[src/rtl/ft_write_voter_if.sv]
// Store bundle between redundant cores, the voter and data memory.
// slave: voter side; master: cores + memory side (bench drives it).
interface ft_write_voter_if #(
  parameter int N_CH   = 3,
  parameter int ADDR_W = 32,
  parameter int DATA_W = 32
) ();
  logic [N_CH-1:0]        ch_valid_i;
  logic [N_CH-1:0]        ch_ready_o;
  logic [N_CH*ADDR_W-1:0] ch_addr_i;
  logic [N_CH*DATA_W-1:0] ch_data_i;
  logic                   out_valid_o;
  logic                   out_ready_i;
  logic [ADDR_W-1:0]      out_addr_o;
  logic [DATA_W-1:0]      out_data_o;

  modport slave (
    input  ch_valid_i, ch_addr_i, ch_data_i,
    input  out_ready_i,
    output ch_ready_o, out_valid_o,
    output out_addr_o, out_data_o
  );

  modport master (
    output ch_valid_i, ch_addr_i, ch_data_i,
    output out_ready_i,
    input  ch_ready_o, out_valid_o,
    input  out_addr_o, out_data_o
  );
endinterface

[src/rtl/ft_write_voter.sv]
// ft_write_voter: per-channel store FIFOs, head alignment with skew
// timeout, majority vote into one output register, sticky fault flags.
// Ports: clk_i, rst_i (async, active-high), bus (ft_write_voter_if
// slave: channel valid/ready/addr/data in, voted store out),
// clr_i, err_mask_o, timeout_o, fatal_o, err_cnt_o.
// Macro FT_VOTER_STATS_EN builds the saturating fault counter;
// without it err_cnt_o is tied to 0.
module ft_write_voter #(
  parameter int N_CH     = 3,
  parameter int ADDR_W   = 32,
  parameter int DATA_W   = 32,
  parameter int DEPTH    = 4,
  parameter int SKEW_MAX = 8
) (
  input  logic             clk_i,
  input  logic             rst_i,
  ft_write_voter_if.slave  bus,
  input  logic             clr_i,
  output logic [N_CH-1:0]  err_mask_o,
  output logic             timeout_o,
  output logic             fatal_o,
  output logic [7:0]       err_cnt_o
);
  localparam int W  = ADDR_W + DATA_W;
  localparam int PW = $clog2(DEPTH);
  localparam int TW = $clog2(SKEW_MAX + 1);
  localparam int CW = $clog2(N_CH + 1);
  localparam logic [PW:0]   FULL = (PW+1)'(DEPTH);
  localparam logic [TW-1:0] TMAX = TW'(SKEW_MAX);
  localparam logic [CW-1:0] HALF = CW'(N_CH / 2);

  typedef enum logic [1:0] {
    S_IDLE, S_WAIT, S_HOLD
  } state_t;

  logic [W-1:0]  r_mem [N_CH][DEPTH];
  logic [PW-1:0] r_wp  [N_CH];
  logic [PW-1:0] r_rp  [N_CH];
  logic [PW:0]   r_cnt [N_CH];

  state_t          r_st;
  logic [TW-1:0]   r_tmr;
  logic            r_ov;
  logic [ADDR_W-1:0] r_oa;
  logic [DATA_W-1:0] r_od;
  logic [N_CH-1:0] r_mask;
  logic            r_tmo;
  logic            r_fatal;

  logic [N_CH-1:0] w_rdy, w_push, w_pres, w_pop, w_flag;
  logic [W-1:0]    w_head   [N_CH];
  logic [PW:0]     w_cnt_nx [N_CH];
  logic [W-1:0]    w_win;
  logic [CW-1:0]   w_n;
  logic w_win_ok, w_free, w_all, w_any;
  logic w_tmo, w_vote, w_more;

  genvar g;
  for (g = 0; g < N_CH; g++) begin : g_ch
    assign w_pres[g]   = r_cnt[g] != '0;
    assign w_head[g]   = r_mem[g][r_rp[g]];
    // Registered count only: a full FIFO refuses a push even while popping.
    assign w_rdy[g]    = r_cnt[g] != FULL;
    assign w_push[g]   = bus.ch_valid_i[g] & w_rdy[g];
    assign w_pop[g]    = w_vote & w_pres[g];
    assign w_cnt_nx[g] = r_cnt[g] + (PW+1)'(w_push[g])
                       - (PW+1)'(w_pop[g]);
  end

  assign bus.ch_ready_o  = w_rdy;
  assign bus.out_valid_o = r_ov;
  assign bus.out_addr_o  = r_oa;
  assign bus.out_data_o  = r_od;
  assign err_mask_o      = r_mask;
  assign timeout_o       = r_tmo;
  assign fatal_o         = r_fatal;

  assign w_free = !r_ov | bus.out_ready_i;
  assign w_all  = &w_pres;
  assign w_any  = |w_pres;
  assign w_tmo  = (r_st != S_IDLE) & (r_tmr == TMAX);
  assign w_vote = w_free & w_any & (w_all | w_tmo);

  // Scan high to low so the lowest-index majority head wins.
  always_comb begin
    w_win    = '0;
    w_win_ok = 1'b0;
    w_flag   = '0;
    w_n      = '0;
    for (int j = N_CH - 1; j >= 0; j--) begin
      w_n = '0;
      for (int i = 0; i < N_CH; i++)
        if (w_pres[i] && w_head[i] == w_head[j])
          w_n = w_n + CW'(1);
      if (w_pres[j] && w_n > HALF) begin
        w_win    = w_head[j];
        w_win_ok = 1'b1;
      end
    end
    for (int i = 0; i < N_CH; i++)
      w_flag[i] = !w_pres[i] ||
                  (w_win_ok && w_head[i] != w_win);
  end

  always_comb begin
    w_more = 1'b0;
    for (int i = 0; i < N_CH; i++)
      w_more = w_more | (w_cnt_nx[i] != '0);
  end

  always_ff @(posedge clk_i) begin
    for (int i = 0; i < N_CH; i++)
      if (w_push[i])
        r_mem[i][r_wp[i]] <= {bus.ch_addr_i[i*ADDR_W +: ADDR_W],
                              bus.ch_data_i[i*DATA_W +: DATA_W]};
  end

  always_ff @(posedge clk_i or posedge rst_i) begin
    if (rst_i) begin
      for (int i = 0; i < N_CH; i++) begin
        r_wp[i]  <= '0;
        r_rp[i]  <= '0;
        r_cnt[i] <= '0;
      end
    end else begin
      for (int i = 0; i < N_CH; i++) begin
        if (w_push[i]) r_wp[i] <= r_wp[i] + PW'(1);
        if (w_pop[i])  r_rp[i] <= r_rp[i] + PW'(1);
        r_cnt[i] <= w_cnt_nx[i];
      end
    end
  end

  always_ff @(posedge clk_i or posedge rst_i) begin
    if (rst_i) begin
      r_st    <= S_IDLE;
      r_tmr   <= '0;
      r_ov    <= 1'b0;
      r_oa    <= '0;
      r_od    <= '0;
      r_mask  <= '0;
      r_tmo   <= 1'b0;
      r_fatal <= 1'b0;
    end else begin
      // A vote with a partial set can only have been forced by the timer.
      r_tmo <= w_vote & !w_all;
      if (!w_free) begin
        r_st <= S_HOLD;
      end else if (w_vote) begin
        r_tmr <= '0;
        r_st  <= w_more ? S_WAIT : S_IDLE;
      end else if (w_any) begin
        r_tmr <= r_tmr + TW'(1);
        r_st  <= S_WAIT;
      end else begin
        r_tmr <= '0;
        r_st  <= S_IDLE;
      end

      if (w_vote && w_win_ok) begin
        r_ov         <= 1'b1;
        {r_oa, r_od} <= w_win;
      end else if (bus.out_ready_i) begin
        r_ov <= 1'b0;
      end

      // A fault seen with clr_i survives the clear.
      if (w_vote) begin
        r_mask  <= (clr_i ? '0 : r_mask) | w_flag;
        r_fatal <= (!clr_i & r_fatal) | !w_win_ok;
      end else if (clr_i) begin
        r_mask  <= '0;
        r_fatal <= 1'b0;
      end
    end
  end

`ifdef FT_VOTER_STATS_EN
  logic       w_fault;
  logic [7:0] w_ebase;
  logic [7:0] r_ecnt;

  assign w_fault = (|w_flag) | !w_win_ok;
  assign w_ebase = clr_i ? 8'd0 : r_ecnt;

  always_ff @(posedge clk_i or posedge rst_i) begin
    if (rst_i)
      r_ecnt <= '0;
    else if (w_vote && w_fault && w_ebase != 8'hFF)
      r_ecnt <= w_ebase + 8'd1;
    else if (clr_i)
      r_ecnt <= '0;
  end

  assign err_cnt_o = r_ecnt;
`else
  assign err_cnt_o = '0;
`endif
endmodule

[src/flat_wrapper.sv]
// flat-port wrapper written by rule: the top's interface ports become plain ports
module ft_write_voter_flat 
#(
  parameter int N_CH     = 3,
  parameter int ADDR_W   = 32,
  parameter int DATA_W   = 32,
  parameter int DEPTH    = 4,
  parameter int SKEW_MAX = 8
)
  (clk_i, rst_i, clr_i, err_mask_o, timeout_o, fatal_o, err_cnt_o, bus_ch_valid_i, bus_ch_addr_i, bus_ch_data_i, bus_out_ready_i, bus_ch_ready_o, bus_out_valid_o, bus_out_addr_o, bus_out_data_o);
  ft_write_voter_if #(.N_CH(N_CH), .ADDR_W(ADDR_W), .DATA_W(DATA_W)) bus_i ();
  input  logic clk_i;
  input  logic rst_i;
  input  logic clr_i;
  output logic [N_CH-1:0] err_mask_o;
  output logic timeout_o;
  output logic fatal_o;
  output logic [7:0] err_cnt_o;
  input wire logic [$bits(bus_i.ch_valid_i)-1:0] bus_ch_valid_i;
  input wire logic [$bits(bus_i.ch_addr_i)-1:0] bus_ch_addr_i;
  input wire logic [$bits(bus_i.ch_data_i)-1:0] bus_ch_data_i;
  input wire logic [$bits(bus_i.out_ready_i)-1:0] bus_out_ready_i;
  output wire logic [$bits(bus_i.ch_ready_o)-1:0] bus_ch_ready_o;
  output wire logic [$bits(bus_i.out_valid_o)-1:0] bus_out_valid_o;
  output wire logic [$bits(bus_i.out_addr_o)-1:0] bus_out_addr_o;
  output wire logic [$bits(bus_i.out_data_o)-1:0] bus_out_data_o;
  assign bus_i.ch_valid_i = bus_ch_valid_i;
  assign bus_i.ch_addr_i = bus_ch_addr_i;
  assign bus_i.ch_data_i = bus_ch_data_i;
  assign bus_i.out_ready_i = bus_out_ready_i;
  assign bus_ch_ready_o = bus_i.ch_ready_o;
  assign bus_out_valid_o = bus_i.out_valid_o;
  assign bus_out_addr_o = bus_i.out_addr_o;
  assign bus_out_data_o = bus_i.out_data_o;
  ft_write_voter #(.N_CH(N_CH), .ADDR_W(ADDR_W), .DATA_W(DATA_W), .DEPTH(DEPTH), .SKEW_MAX(SKEW_MAX)) u_core (.clk_i(clk_i), .rst_i(rst_i), .bus(bus_i), .clr_i(clr_i), .err_mask_o(err_mask_o), .timeout_o(timeout_o), .fatal_o(fatal_o), .err_cnt_o(err_cnt_o));
endmodule
[config.mk]
export PLATFORM = sky130hd
export DESIGN_NAME = ft_write_voter_flat
export DESIGN_NICKNAME = d
export VERILOG_FILES = /design/src/rtl/ft_write_voter_if.sv /design/src/rtl/ft_write_voter.sv /design/src/flat_wrapper.sv
export SDC_FILE = /design/constraint.sdc
export NUM_CORES = 1
export LEC_CHECK = 0
export ABC_CLOCK_PERIOD_IN_PS = 6860
export BUFFER_PORTS_ARGS = -buffer_cell sky130_fd_sc_hd__buf_4
export CAP_MARGIN = 15
export CORE_UTILIZATION = 57
export CTS_CLUSTER_SIZE = 20
export DETAILED_ROUTE_END_ITERATION = 16
export PLACE_DENSITY = 0.84
export SYNTH_ARGS = -nofsm -noshare
export SYNTH_HDL_FRONTEND = slang
export SYNTH_SLANG_ARGS = --single-unit
[constraint.sdc]
create_clock -name clk_i -period 6.86 [get_ports clk_i]
set_input_delay 2.058 -clock clk_i [delete_from_list [all_inputs] [get_ports clk_i]]
set_output_delay 2.058 -clock clk_i [all_outputs]
set_load 0.05 [all_outputs]
# Word-level counts from Yosys, hierarchy flattened
# Memory sizes are Yosys's and may differ from the RTL's.
# Cells that the tools add are included.
[word_totals]
ff_bits = 97
ram_bits = 768
input_bits = 199
out_inout_bits = 81
word_cells = 170
mem_count = 1
[classes]
addsub = 19
n_lt_le_gt_ge = 12
n_eq_ne = 13
n_mux = 48
bitwise_logic = 23
reduce_logical = 37
[memory_table]
columns = ["name", "words", "word_bits", "read_ports", "rd_ports_with_merged_regs", "write_ports", "line", "rtl"]
rows = [
  ["u_core.r_mem", 3, 256, 3, 0, 3, "ft_write_voter.sv:36", "logic [W-1:0] r_mem [N_CH][DEPTH];"],
]
[op_table]
columns = ["operator", "count"]
rows = [
  ["$mux 256", 3],
  ["$mux 64", 12],
  ["$bmux 64 s2", 3],
  ["$demux 64 s2", 3],
  ["$eq 64x64->1", 6],
  ["$ne 64x64->1", 3],
  ["$add 2x1->2 const B", 9],
  ["$ge 3x3->1 const B", 6],
  ["$not 2->3", 6],
  ["$reduce_bool 3->1", 6],
  ["$logic_and 1x1->1", 16],
  ["$mux 2", 8],
  ["$mux 1", 15],
  ["$and 1x1->1", 11],
  ["$add 3x1->3", 3],
  ["$lt 3x1->1 const B", 3],
  ["$ne 3x3->1 const B", 3],
  ["$sub 3x1->3", 3],
  ["$mux 4", 2],
  ["$logic_not 1->1", 7],
  ["$add 1x1->2 const B", 3],
  ["$gt 2x1->1 const B", 3],
  ["$mux 3", 2],
  ["$reduce_bool 2->1", 3],
  ["other kinds (7)", 13],
]

# Logic depth before layout (Yosys ltp)
# Gate-level depths: netlist of the first run.
[logic_depth]
word_depth = 21
ltp_mapped = 16
mapped_depth_nobuf = 15

# Least setup slack after synthesis of the first run
# OpenSTA, ideal clock, no wires.
[synth_path]
path_kind = "input to register"
start = "in bus_out_ready_i"
end = "reg u_core.r_st[0]"
setup_time_ns = 0.150
arrival_time_ns = 4.636
required_time_ns = 6.710
path_slack_ns = 2.074
path_stages = 14
path_buffers = 1
path_cell_list = "nor2b_1 clkbuf_1 a31o_2 nand2b_1 nor2_1 ha_1 inv_1 ha_1 inv_1 fa_1 inv_1 or4_1 nor4_1 a31oi_1"
[synth_lines]
columns = ["item", "line", "rtl"]
rows = [
  ["start: declaration", "flat_wrapper.sv:22", "input wire logic [$bits(bus_i.out_ready_i)-1:0] bus_out_ready_i;"],
  ["end signal: assignment", "ft_write_voter.sv:151", "r_st <= w_more ? S_WAIT : S_IDLE;"],
  ["end: declaration", "ft_write_voter.sv:41", "state_t r_st;"],
]

# Worst setup path after layout of the first run
[layout_path]
start = "reg u_core.r_rp[2] in the netlist's numbering"
end = "reg u_core.r_mask[1], in the netlist u_core.err_mask_o[1]"
[layout_via]
elab_chain_cells = 20
word_cells_on_any_way = 40
classes_between = "add/sub: 4; order compare: 3; eq/ne: 5; mux: 17; bitwise: 2; reduce/logical: 9"
[layout_lines]
columns = ["item", "line", "rtl"]
rows = [
  ["start: declaration", "ft_write_voter.sv:38", "logic [PW-1:0] r_rp [N_CH];"],
  ["start signal: indexed assignment", "ft_write_voter.sv:128", "if (w_pop[i]) r_rp[i] <= r_rp[i] + PW'(1);"],
  ["$not 2->3 (implied by the code) (*)", "ft_write_voter.sv:61", "assign w_head[g] = r_mem[g][r_rp[g]];"],
  ["$bmux 64 s2 (*)", "ft_write_voter.sv:61", ""],
  ["$mux 64 (implied by the code) (*) (2 in series)", "ft_write_voter.sv:61", ""],
  ["$eq 64x64->1", "ft_write_voter.sv:93", "if (w_pres[i] && w_head[i] == w_head[j])"],
  ["$logic_and 1x1->1", "ft_write_voter.sv:93", ""],
  ["$mux 1", "ft_write_voter.sv:93", ""],
  ["$add 1x1->2", "ft_write_voter.sv:94", "w_n = w_n + CW'(1);"],
  ["$mux 2", "ft_write_voter.sv:93", ""],
  ["[2 not listed]", "--", ""],
  ["$gt 2x1->1", "ft_write_voter.sv:95", "if (w_pres[j] && w_n > HALF) begin"],
  ["$logic_and 1x1->1", "ft_write_voter.sv:95", ""],
  ["$mux 64 (2 in series)", "ft_write_voter.sv:95", ""],
  ["$ne 64x64->1", "ft_write_voter.sv:102", "(w_win_ok && w_head[i] != w_win);"],
  ["$logic_and 1x1->1 (*)", "ft_write_voter.sv:102", ""],
  ["$logic_or 1x1->1 (*)", "ft_write_voter.sv:101", "w_flag[i] = !w_pres[i] ||"],
  ["$or 3x3->3 (*)", "ft_write_voter.sv:169", "r_mask <= (clr_i ? '0 : r_mask) | w_flag;"],
  ["$mux 3 (*)", "ft_write_voter.sv:168", "if (w_vote) begin"],
  ["end signal: assignment", "ft_write_voter.sv:169", ""],
  ["end: declaration", "ft_write_voter.sv:46", "logic [N_CH-1:0] r_mask;"],
]
# Every way passes the cells marked *; elsewhere a longest branch is shown, timed or not. The select of a mux whose other input is x is not followed.
# A chain may end at the register's enable or synchronous reset.

==> out/qor.tcl, run 1 <==
set qor(outcome) {complete, no violations}
set qor(area_growth_syn_to_layout_pct) 15.7
set qor(io_buffer_count) 271
set qor(antenna_found_initial) 1
set qor(timing.final.setup_violations) 0
set qor(post-synth-top-area-fraction) 0.631
set qor(async_flop_share) 0.112
set qor(clock_sink_count) 865
set qor(postSynth.topFlopCell) {sky130_fd_sc_hd__edfxtp_1}
set qor(criticalPathCategory) {flip-flop to flip-flop}
set qor(netlist_instances) 2106
set qor(postRouteWirelength_microns) 118000
set qor(maxSlewViolCount) 0
set qor(synthMostInstantiatedCell) {sky130_fd_sc_hd__edfxtp_1}
set qor(cts-hold-fix-buffers) 0
set qor(cts_max_path_buffers) 3
set qor(timing.setup.tns_ps) 0
set qor(drt-vias-per-instance) 6.79
set qor(drc) 0
set qor(hold_violation_count_in_the_final_report) 0
set qor(grt_pass1_vias) 22800
set qor(dieWidth_microns) 255
set qor(final.period_utilization) 0.810
set qor(layout_min_cycle_time_ps) 5560
set qor(max_cap_viol_count) 0
set qor(post-dp-hpwl_microns) 81700
set qor(synth_area_leaders) {sky130_fd_sc_hd__edfxtp_1, sky130_fd_sc_hd__mux4_2, sky130_fd_sc_hd__dfrtp_1}
set qor(globalRouteOverflowTotal) 0
set qor(timing.clock.skew_ps) 26.1
set qor(grt_setup_unrepaired) {false}
set qor(seqPwrFrac) 0.352
set qor(yosys-top-cells-count) {sky130_fd_sc_hd__edfxtp_1, sky130_fd_sc_hd__mux4_2, sky130_fd_sc_hd__nand2_1}
set qor(nNetsFinal) 2650
set qor(layout_fillers) 4045
set qor(clockRootBuffer) {sky130_fd_sc_hd__clkbuf_16}
set qor(wire_length_of_the_first_global_routing_pass_microns) 165000
set qor(maxSlewHeadroom) 0.264
set qor(timing_worst_slew_pin_value_ps) 1100
set qor(combPwrFrac) 0.431
set qor(cts.clk_slew.worst_paths_ps) 60
set qor(route.vias.total) 22700
set qor(timing.critical_path.arrival_ps) 6050
set qor(drt_iter0_markers) 3091
set qor(design.die.area_sq_um) 65200
set qor(synth_seq_area_share) 0.697
set qor(p_int_mw) 12.4
set qor(gpl.final_weighted_congestion) 1.05
set qor(floorplan.core_area_sq_um) 63200
set qor(track_usage) 0.369
set qor(total_of_warnings_raised_by_yosys) 0
set qor(post-synth-top-area-cell) {sky130_fd_sc_hd__edfxtp_1}
set qor(timing.hold.ws_ps) 484
set qor(core.rowCount) 92
set qor(synth.lib_cells_used.distinct) 71
set qor(synth_edf_count) 768
set qor(power_switching_share) 0.410
set qor(syn_area_per_cell_sq_um) 17.4
set qor(htree_levels) 3
set qor(worst_ir_drop_vdd_uv) 465
set qor(worstPathRequired_ps) 7360
set qor(fmaxAchievable_mhz) 180
set qor(min_path_type) {flip-flop to flip-flop}
set qor(clock_tree_from_tritoncts) {yes}
set qor(clock_power_share) 0.217
set qor(grt_start_max_net_pins) 123
set qor(yosys_register_bits) 865
set qor(ios) 280
set qor(static-leakage-power_nw) 14.6
set qor(die_height_microns) 255
set qor(post-cts-setup-buffers) 0
set qor(area.sequential_sq_um) 25500
set qor(cp-end-kind) {flip-flop}
set qor(synth_cell_area_sq_um) 36600
set qor(final_layout_size_suffix_gt1_frac) 0.264
set qor(multiInputGateArea_sq_um) 10300
set qor(drt-pass1-iter-count) 9
set qor(post_drt_wl_per_cell_microns) 35.4
set qor(cts_made_buffers) 86
set qor(timing.critical_path.fanout_max) 35
set qor(powerDensity_nw_per_um2) 498
set qor(critical_path.startpoint_type) {flip-flop}
set qor(post_cts_resized) 0
set qor(clk-insertion-delay-late_ps) 660
set qor(netSwitchingPower_mw) 8.65
set qor(initial_core_util) 0.579
set qor(final_antenna_net_count) 0
## power by group through the flow
stage / combinational, mW / sequential, mW / clock [mW]
6_report: 9.09 / 7.42 / 4.58
5_1_grt: 9.22 / 7.50 / 4.80
4_1_cts: 8.70 / 7.43 / 4.61
3_5_place_dp: 8.65 / 7.49 / 0
3_3_place_gp: 8.68 / 7.40 / 0
2_1_floorplan: 5.53 / 7.18 / 0
## cells by family after synthesis
logic type | Yosys count | share of synthesized area
adder cells (fa/ha/maj) | 23 | 0.00849
XOR/XNOR | 149 | 0.0357
AO/OA/AOI/OAI | 237 | 0.0442
other | 1 | 0.000103
multiplexers | 197 | 0.120
AND/OR/NAND/NOR | 468 | 0.0724
flip-flops | 865 | 0.697
buffers and inverters | 166 | 0.0225
## metrics by stage
stage	instance area (sq um)	setup slack (ps)	cells	total power, mW	utilization
after floorplan	36600	2070	2113	12.7	-
after global placement	39600	1460	3185	16.1	0.626
after detailed placement	39600	1440	3185	16.1	0.626
after CTS	42300	1440	3341	20.7	0.670
after global routing	42300	1160	3342	21.5	0.670
final	42300	1300	3344	21.1	0.670
## per-layer routing
layer / global-route usage / share of wire / up-vias
li1: - / - / 9064
met2: 0.583 / 0.48 / 1641
met1: 0.481 / 0.36 / 11700
met5: 0.00150 / 0.00014 / -
met3: 0.0971 / 0.11 / 327
met4: 0.177 / 0.050 / 2
## state kept, by name, indices dropped and copies added, names as in the netlist
name                    flops
u_core.r_mem              768
u_core.r_wp                 6
u_core.bus.out_valid_o      1
u_core.bus.out_data_o      32
u_core.r_st                 2
u_core.r_tmr                4
u_core.err_mask_o           3
u_core.timeout_o            1
u_core.bus.out_addr_o      32
u_core.r_cnt                9
u_core.r_rp                 6
u_core.fatal_o              1
## worst max-delay path: stages, from the launching register on
cell and delay (ps):
sky130_fd_sc_hd__dfrtp_4 810, sky130_fd_sc_hd__buf_4 370, sky130_fd_sc_hd__mux4_2 720, sky130_fd_sc_hd__inv_1 220, sky130_fd_sc_hd__o221ai_1 180, sky130_fd_sc_hd__nor4_1 390, sky130_fd_sc_hd__buf_4 220, sky130_fd_sc_hd__nand3_1 110
sky130_fd_sc_hd__or4_1 710, sky130_fd_sc_hd__nor2_4 690, sky130_fd_sc_hd__buf_12 290, sky130_fd_sc_hd__a21oi_1 70, sky130_fd_sc_hd__nor3_1 330, sky130_fd_sc_hd__a32oi_1 180
## cell usage in the layout (no fill, tap or decap), types with 6 or more instances in the layout
cell type                   count
sky130_fd_sc_hd__nand2b_1      84
sky130_fd_sc_hd__nand3_1       16
sky130_fd_sc_hd__a22oi_1       61
sky130_fd_sc_hd__nand4b_1       6
sky130_fd_sc_hd__nor2_1        30
sky130_fd_sc_hd__or4_1          8
sky130_fd_sc_hd__inv_6          6
sky130_fd_sc_hd__inv_1         82
sky130_fd_sc_hd__buf_4        305
sky130_fd_sc_hd__clkbuf_16     87
sky130_fd_sc_hd__nand4_1       60
sky130_fd_sc_hd__clkinv_1      14
sky130_fd_sc_hd__nor4_1        64
sky130_fd_sc_hd__clkbuf_1      18
sky130_fd_sc_hd__o21ai_1       13
sky130_fd_sc_hd__o21ai_0       59
sky130_fd_sc_hd__nor2b_1       33
sky130_fd_sc_hd__dfrtp_1       91
sky130_fd_sc_hd__clkinv_2      14
sky130_fd_sc_hd__a21oi_1       12
sky130_fd_sc_hd__nand2_1      101
sky130_fd_sc_hd__edfxtp_1     768
sky130_fd_sc_hd__a221oi_1       7
sky130_fd_sc_hd__mux4_2       192
sky130_fd_sc_hd__xnor2_1       96
sky130_fd_sc_hd__o2111ai_1      8
sky130_fd_sc_hd__ha_1          20
sky130_fd_sc_hd__xor2_1        53
sky130_fd_sc_hd__o22ai_1       21
sky130_fd_sc_hd__o2bb2ai_1      7
sky130_fd_sc_hd__nor3_1        18
sky130_fd_sc_hd__conb_1         8
sky130_fd_sc_hd__and3_2        12
## final cells by class
class | instances | area share
multi-input cells | 1082 | 0.244
clock inverters | 47 | 0.0102
clock buffers | 109 | 0.0543
repair buffers | 310 | 0.0561
well taps | 846 | 0.0250
inverters | 83 | 0.00742
flip-flops and latches | 865 | 0.603
diodes | 2 | 0.000118
## path summary, 6_finish.rpt
kind | start | end | slack, ps | depth (start not counted)
worst max-delay path | u_core.r_rp[2]$_DFFE_PP0P_ | u_core.err_mask_o[1]$_DFF_PP0_ | 1300 | 13
worst min-delay path | u_core.bus.out_data_o[5]$_DFFE_PP0P_ | u_core.bus.out_data_o[5]$_DFFE_PP0P_ | 480 | 2
worst max register to register | u_core.r_rp[2]$_DFFE_PP0P_ | u_core.err_mask_o[1]$_DFF_PP0_ | 1300 | 13
worst min register to register | u_core.bus.out_data_o[5]$_DFFE_PP0P_ | u_core.bus.out_data_o[5]$_DFFE_PP0P_ | 480 | 2
max in group asynchronous | rst_i | u_core.bus.out_addr_o[6]$_DFFE_PP0P_ | 4100 | 3
min in group asynchronous | rst_i | u_core.r_cnt[8]$_DFF_PP0_ | 1560 | 2
No activity file was read; power rests on OpenSTA's default activity.
==> run 2, diff against run 1 <==
--- a/config.mk
+++ b/config.mk
@@ -5,7 +5,7 @@
 export SDC_FILE = /design/constraint.sdc
 export NUM_CORES = 1
 export LEC_CHECK = 0
-export ABC_CLOCK_PERIOD_IN_PS = 6860
+export ABC_CLOCK_PERIOD_IN_PS = 5750
 export BUFFER_PORTS_ARGS = -buffer_cell sky130_fd_sc_hd__buf_4
 export CAP_MARGIN = 15
 export CORE_UTILIZATION = 57
==> constraint.sdc (replaced) <==
create_clock -name clk_i -period 5.75 [get_ports clk_i]
set_input_delay 1.725 -clock clk_i [delete_from_list [all_inputs] [get_ports clk_i]]
set_output_delay 1.725 -clock clk_i [all_outputs]
set_load 0.05 [all_outputs]
==> run 2 against run 1 <==
Net effect:
- maximum frequency rose by 8.3%
- worst hold slack improved by 17 ps
- clock skew increased by 3.1 ps
- routed wire length grew 2.7%
- via count grew 1.4%
- clock power up 24%
- sequential share of layout area down 0.67 points
- design area up 1.1%
==> out/qor.tcl, run 2 (synthesis results as in run 1) <==
set qor(outcome) {complete, no violations}
set qor(wire_length_of_the_first_global_routing_pass_microns) 168000 ;# +2.1%
set qor(initial_core_util) 0.579 ;# unchanged
set qor(postRouteWirelength_microns) 121000 ;# +2.7%
set qor(cts.clk_slew.worst_paths_ps) 60 ;# about the same
set qor(timing.final.setup_violations) 0 ;# unchanged
set qor(grt_setup_unrepaired) {false}
set qor(hold_violation_count_in_the_final_report) 0 ;# unchanged
set qor(worstPathRequired_ps) 6240 ;# -1120 ps
set qor(design.die.area_sq_um) 65200 ;# unchanged
set qor(nNetsFinal) 2688 ;# +1.4%
set qor(grt_pass1_vias) 22700 ;# -0.62%
set qor(post-dp-hpwl_microns) 86800 ;# +6.3%
set qor(worst-r2r-setup-slack_ps) 620 ;# -680 ps
set qor(route.vias.total) 23000 ;# +1.4%
set qor(clock_sink_count) 865 ;# unchanged
set qor(ios) 280 ;# unchanged
set qor(mostFrequentLayoutCell) {sky130_fd_sc_hd__edfxtp_1}
set qor(largest_register_ffs) 768 ;# unchanged
set qor(timing.clock.skew_ps) 29.2 ;# +3.13 ps
set qor(grt_start_max_net_pins) 123 ;# unchanged
set qor(min_path_cells) 2 ;# unchanged
set qor(final_antenna_net_count) 0 ;# unchanged
set qor(area_growth_syn_to_layout_pct) 17.0
set qor(track_usage) 0.378 ;# +0.00880
set qor(final_layout_size_suffix_gt1_frac) 0.274 ;# +0.0102
set qor(post_drt_wl_per_cell_microns) 35.9 ;# +1.6%
set qor(layout_fillers) 4065 ;# +0.49%
set qor(timing.critical_path.arrival_ps) 5620 ;# -430 ps
set qor(globalRouteOverflowTotal) 0 ;# unchanged
set qor(critical_path_endpoint) {u_core.err_mask_o[1]$_DFF_PP0_}
set qor(final_cell_mix) {sky130_fd_sc_hd__edfxtp_1, sky130_fd_sc_hd__buf_4, sky130_fd_sc_hd__mux4_2}
set qor(gpl.final_weighted_congestion) 1.06 ;# +0.68%
set qor(core.rowCount) 92 ;# unchanged
set qor(post-place-ws_ps) 696 ;# -749 ps
set qor(antenna_found_initial) 2 ;# +1
set qor(critical_path.startpoint_type) {flip-flop}
set qor(max_cap_viol_count) 0 ;# unchanged
set qor(timing.setup.tns_ps) 0 ;# unchanged
set qor(fin_ws_ps) 619 ;# -685 ps
set qor(cts_max_path_buffers) 3 ;# unchanged
set qor(crit_path_start) {u_core.r_rp[2]$_DFFE_PP0P_}
set qor(criticalPathCategory) {flip-flop to flip-flop}
set qor(drt-pass1-iter-count) 8 ;# -1
set qor(clk-insertion-delay-late_ps) 650 ;# about the same
set qor(floorplan.core_area_sq_um) 63200 ;# unchanged
set qor(cp-end-kind) {flip-flop}
set qor(clock_tree_from_tritoncts) {yes}
set qor(maxSlewHeadroom) 0.243 ;# -0.0214
set qor(cts_made_buffers) 87 ;# +1.2%
set qor(cts-hold-fix-buffers) 0 ;# unchanged
set qor(timing_worst_slew_pin_value_ps) 1140 ;# +32.0 ps
set qor(layout_min_cycle_time_ps) 5130 ;# -425 ps
set qor(post_cts_resized) 0 ;# unchanged
set qor(final.period_utilization) 0.892 ;# +0.0824
set qor(htree_levels) 3 ;# unchanged
set qor(drt_iter0_markers) 3346 ;# +8.2%
set qor(clockRootBuffer) {sky130_fd_sc_hd__clkbuf_16}
set qor(io_buffer_count) 271 ;# unchanged
set qor(worst_ir_drop_vdd_uv) 390 ;# -16%
set qor(timing.critical_path.fanout_max) 29 ;# -17%
set qor(die_height_microns) 255 ;# unchanged
set qor(drc) 0 ;# unchanged
set qor(powerDensity_nw_per_um2) 602 ;# +21%
set qor(r2r_cells) 12 ;# -1
set qor(post-cts-setup-buffers) 0 ;# unchanged
set qor(maxSlewViolCount) 0 ;# unchanged
set qor(fmaxAchievable_mhz) 195 ;# +8.3%
set qor(static-leakage-power_nw) 14.8 ;# +1.8%
set qor(worst_r2r_startpoint) {u_core.r_rp[2]$_DFFE_PP0P_}
set qor(fin_util) 0.677 ;# +0.00748
set qor(min_path_type) {flip-flop to flip-flop}
set qor(drt-vias-per-instance) 6.81 ;# +0.26%
set qor(r2r_end) {u_core.err_mask_o[1]$_DFF_PP0_}
set qor(dieWidth_microns) 255 ;# unchanged
## run 2: cell types whose count changed in the layout (fill, tap and decap cells not counted), sizes merged
cell | before | now
clkinv | 32 | 23
bufinv | 5 | 9
inv | 91 | 88
buf | 310 | 347
clkbuf | 109 | 119
diode | 2 | 1
clkinvlp | 2 | 1
## run 2: layer usage
metal / global-route usage / wire length [microns] / share of wire
met4: 0.173 / 6180 / 0.051
met3: 0.0970 / 13300 / 0.11
met1: 0.511 / 45700 / 0.38
met2: 0.584 / 56300 / 0.46
met5: 0 / 0 / 0
## run 2: where the power goes
part	switching (mW)	internal, mW
registers	0.501	8.17
clock network	2.39	3.27
logic	7.68	3.73
## run 2: worst max-delay path, stage by stage (launching register included)
cell	delay [ps]
sky130_fd_sc_hd__dfrtp_4	650
sky130_fd_sc_hd__buf_12	310
sky130_fd_sc_hd__mux4_2	700
sky130_fd_sc_hd__nor2b_1	190
sky130_fd_sc_hd__a2111o_1	410
sky130_fd_sc_hd__nor4_1	360
sky130_fd_sc_hd__buf_4	220
sky130_fd_sc_hd__nand3_1	90
sky130_fd_sc_hd__or4_1	680
sky130_fd_sc_hd__nor2_4	590
sky130_fd_sc_hd__o311ai_0	260
sky130_fd_sc_hd__nor3_1	330
sky130_fd_sc_hd__a32oi_1	150
## run 2: through the flow
| stage | cell area [sq um] | std cells | power [mW] | hold WS (ps) |
|---|---|---|---|---|
| 5_1_grt | 42800 | 3380 | 26.3 | 519 |
| 4_1_cts | 42800 | 3379 | 25.3 | 494 |
| 3_3_place_gp | 39900 | 3222 | 19.7 | 460 |
| 2_1_floorplan | 36600 | 2113 | 15.2 | 445 |
| 3_5_place_dp | 39900 | 3222 | 19.7 | 481 |
| 6_report | 42800 | 3381 | 25.7 | 501 |
## run 2: how the worst min path moves through the flow
stage,to,start
after floorplan,u_core.r_tmr[3]$_DFFE_PP0N_,u_core.r_tmr[3]$_DFFE_PP0N_
after detailed placement,u_core.bus.out_addr_o[15]$_DFFE_PP0P_,u_core.bus.out_addr_o[15]$_DFFE_PP0P_
after global placement,u_core.r_tmr[3]$_DFFE_PP0N_,u_core.r_tmr[3]$_DFFE_PP0N_
after CTS,u_core.bus.out_addr_o[15]$_DFFE_PP0P_,u_core.bus.out_addr_o[15]$_DFFE_PP0P_
after global routing,u_core.bus.out_addr_o[15]$_DFFE_PP0P_,u_core.bus.out_addr_o[15]$_DFFE_PP0P_
final,u_core.bus.out_addr_o[4]$_DFFE_PP0P_,u_core.bus.out_addr_o[4]$_DFFE_PP0P_
## run 2: final cells by class
class                   instances  area, sq um  share of cell area
multi-input cells            1082        10300               0.242
repair buffers                347         2730              0.0637
clock buffers                 119         2330              0.0544
inverters                      83          314             0.00734
well taps                     846         1060              0.0247
flip-flops and latches        865        25500               0.596
clock inverters                38          528              0.0123
diodes                          1         2.50           0.0000585
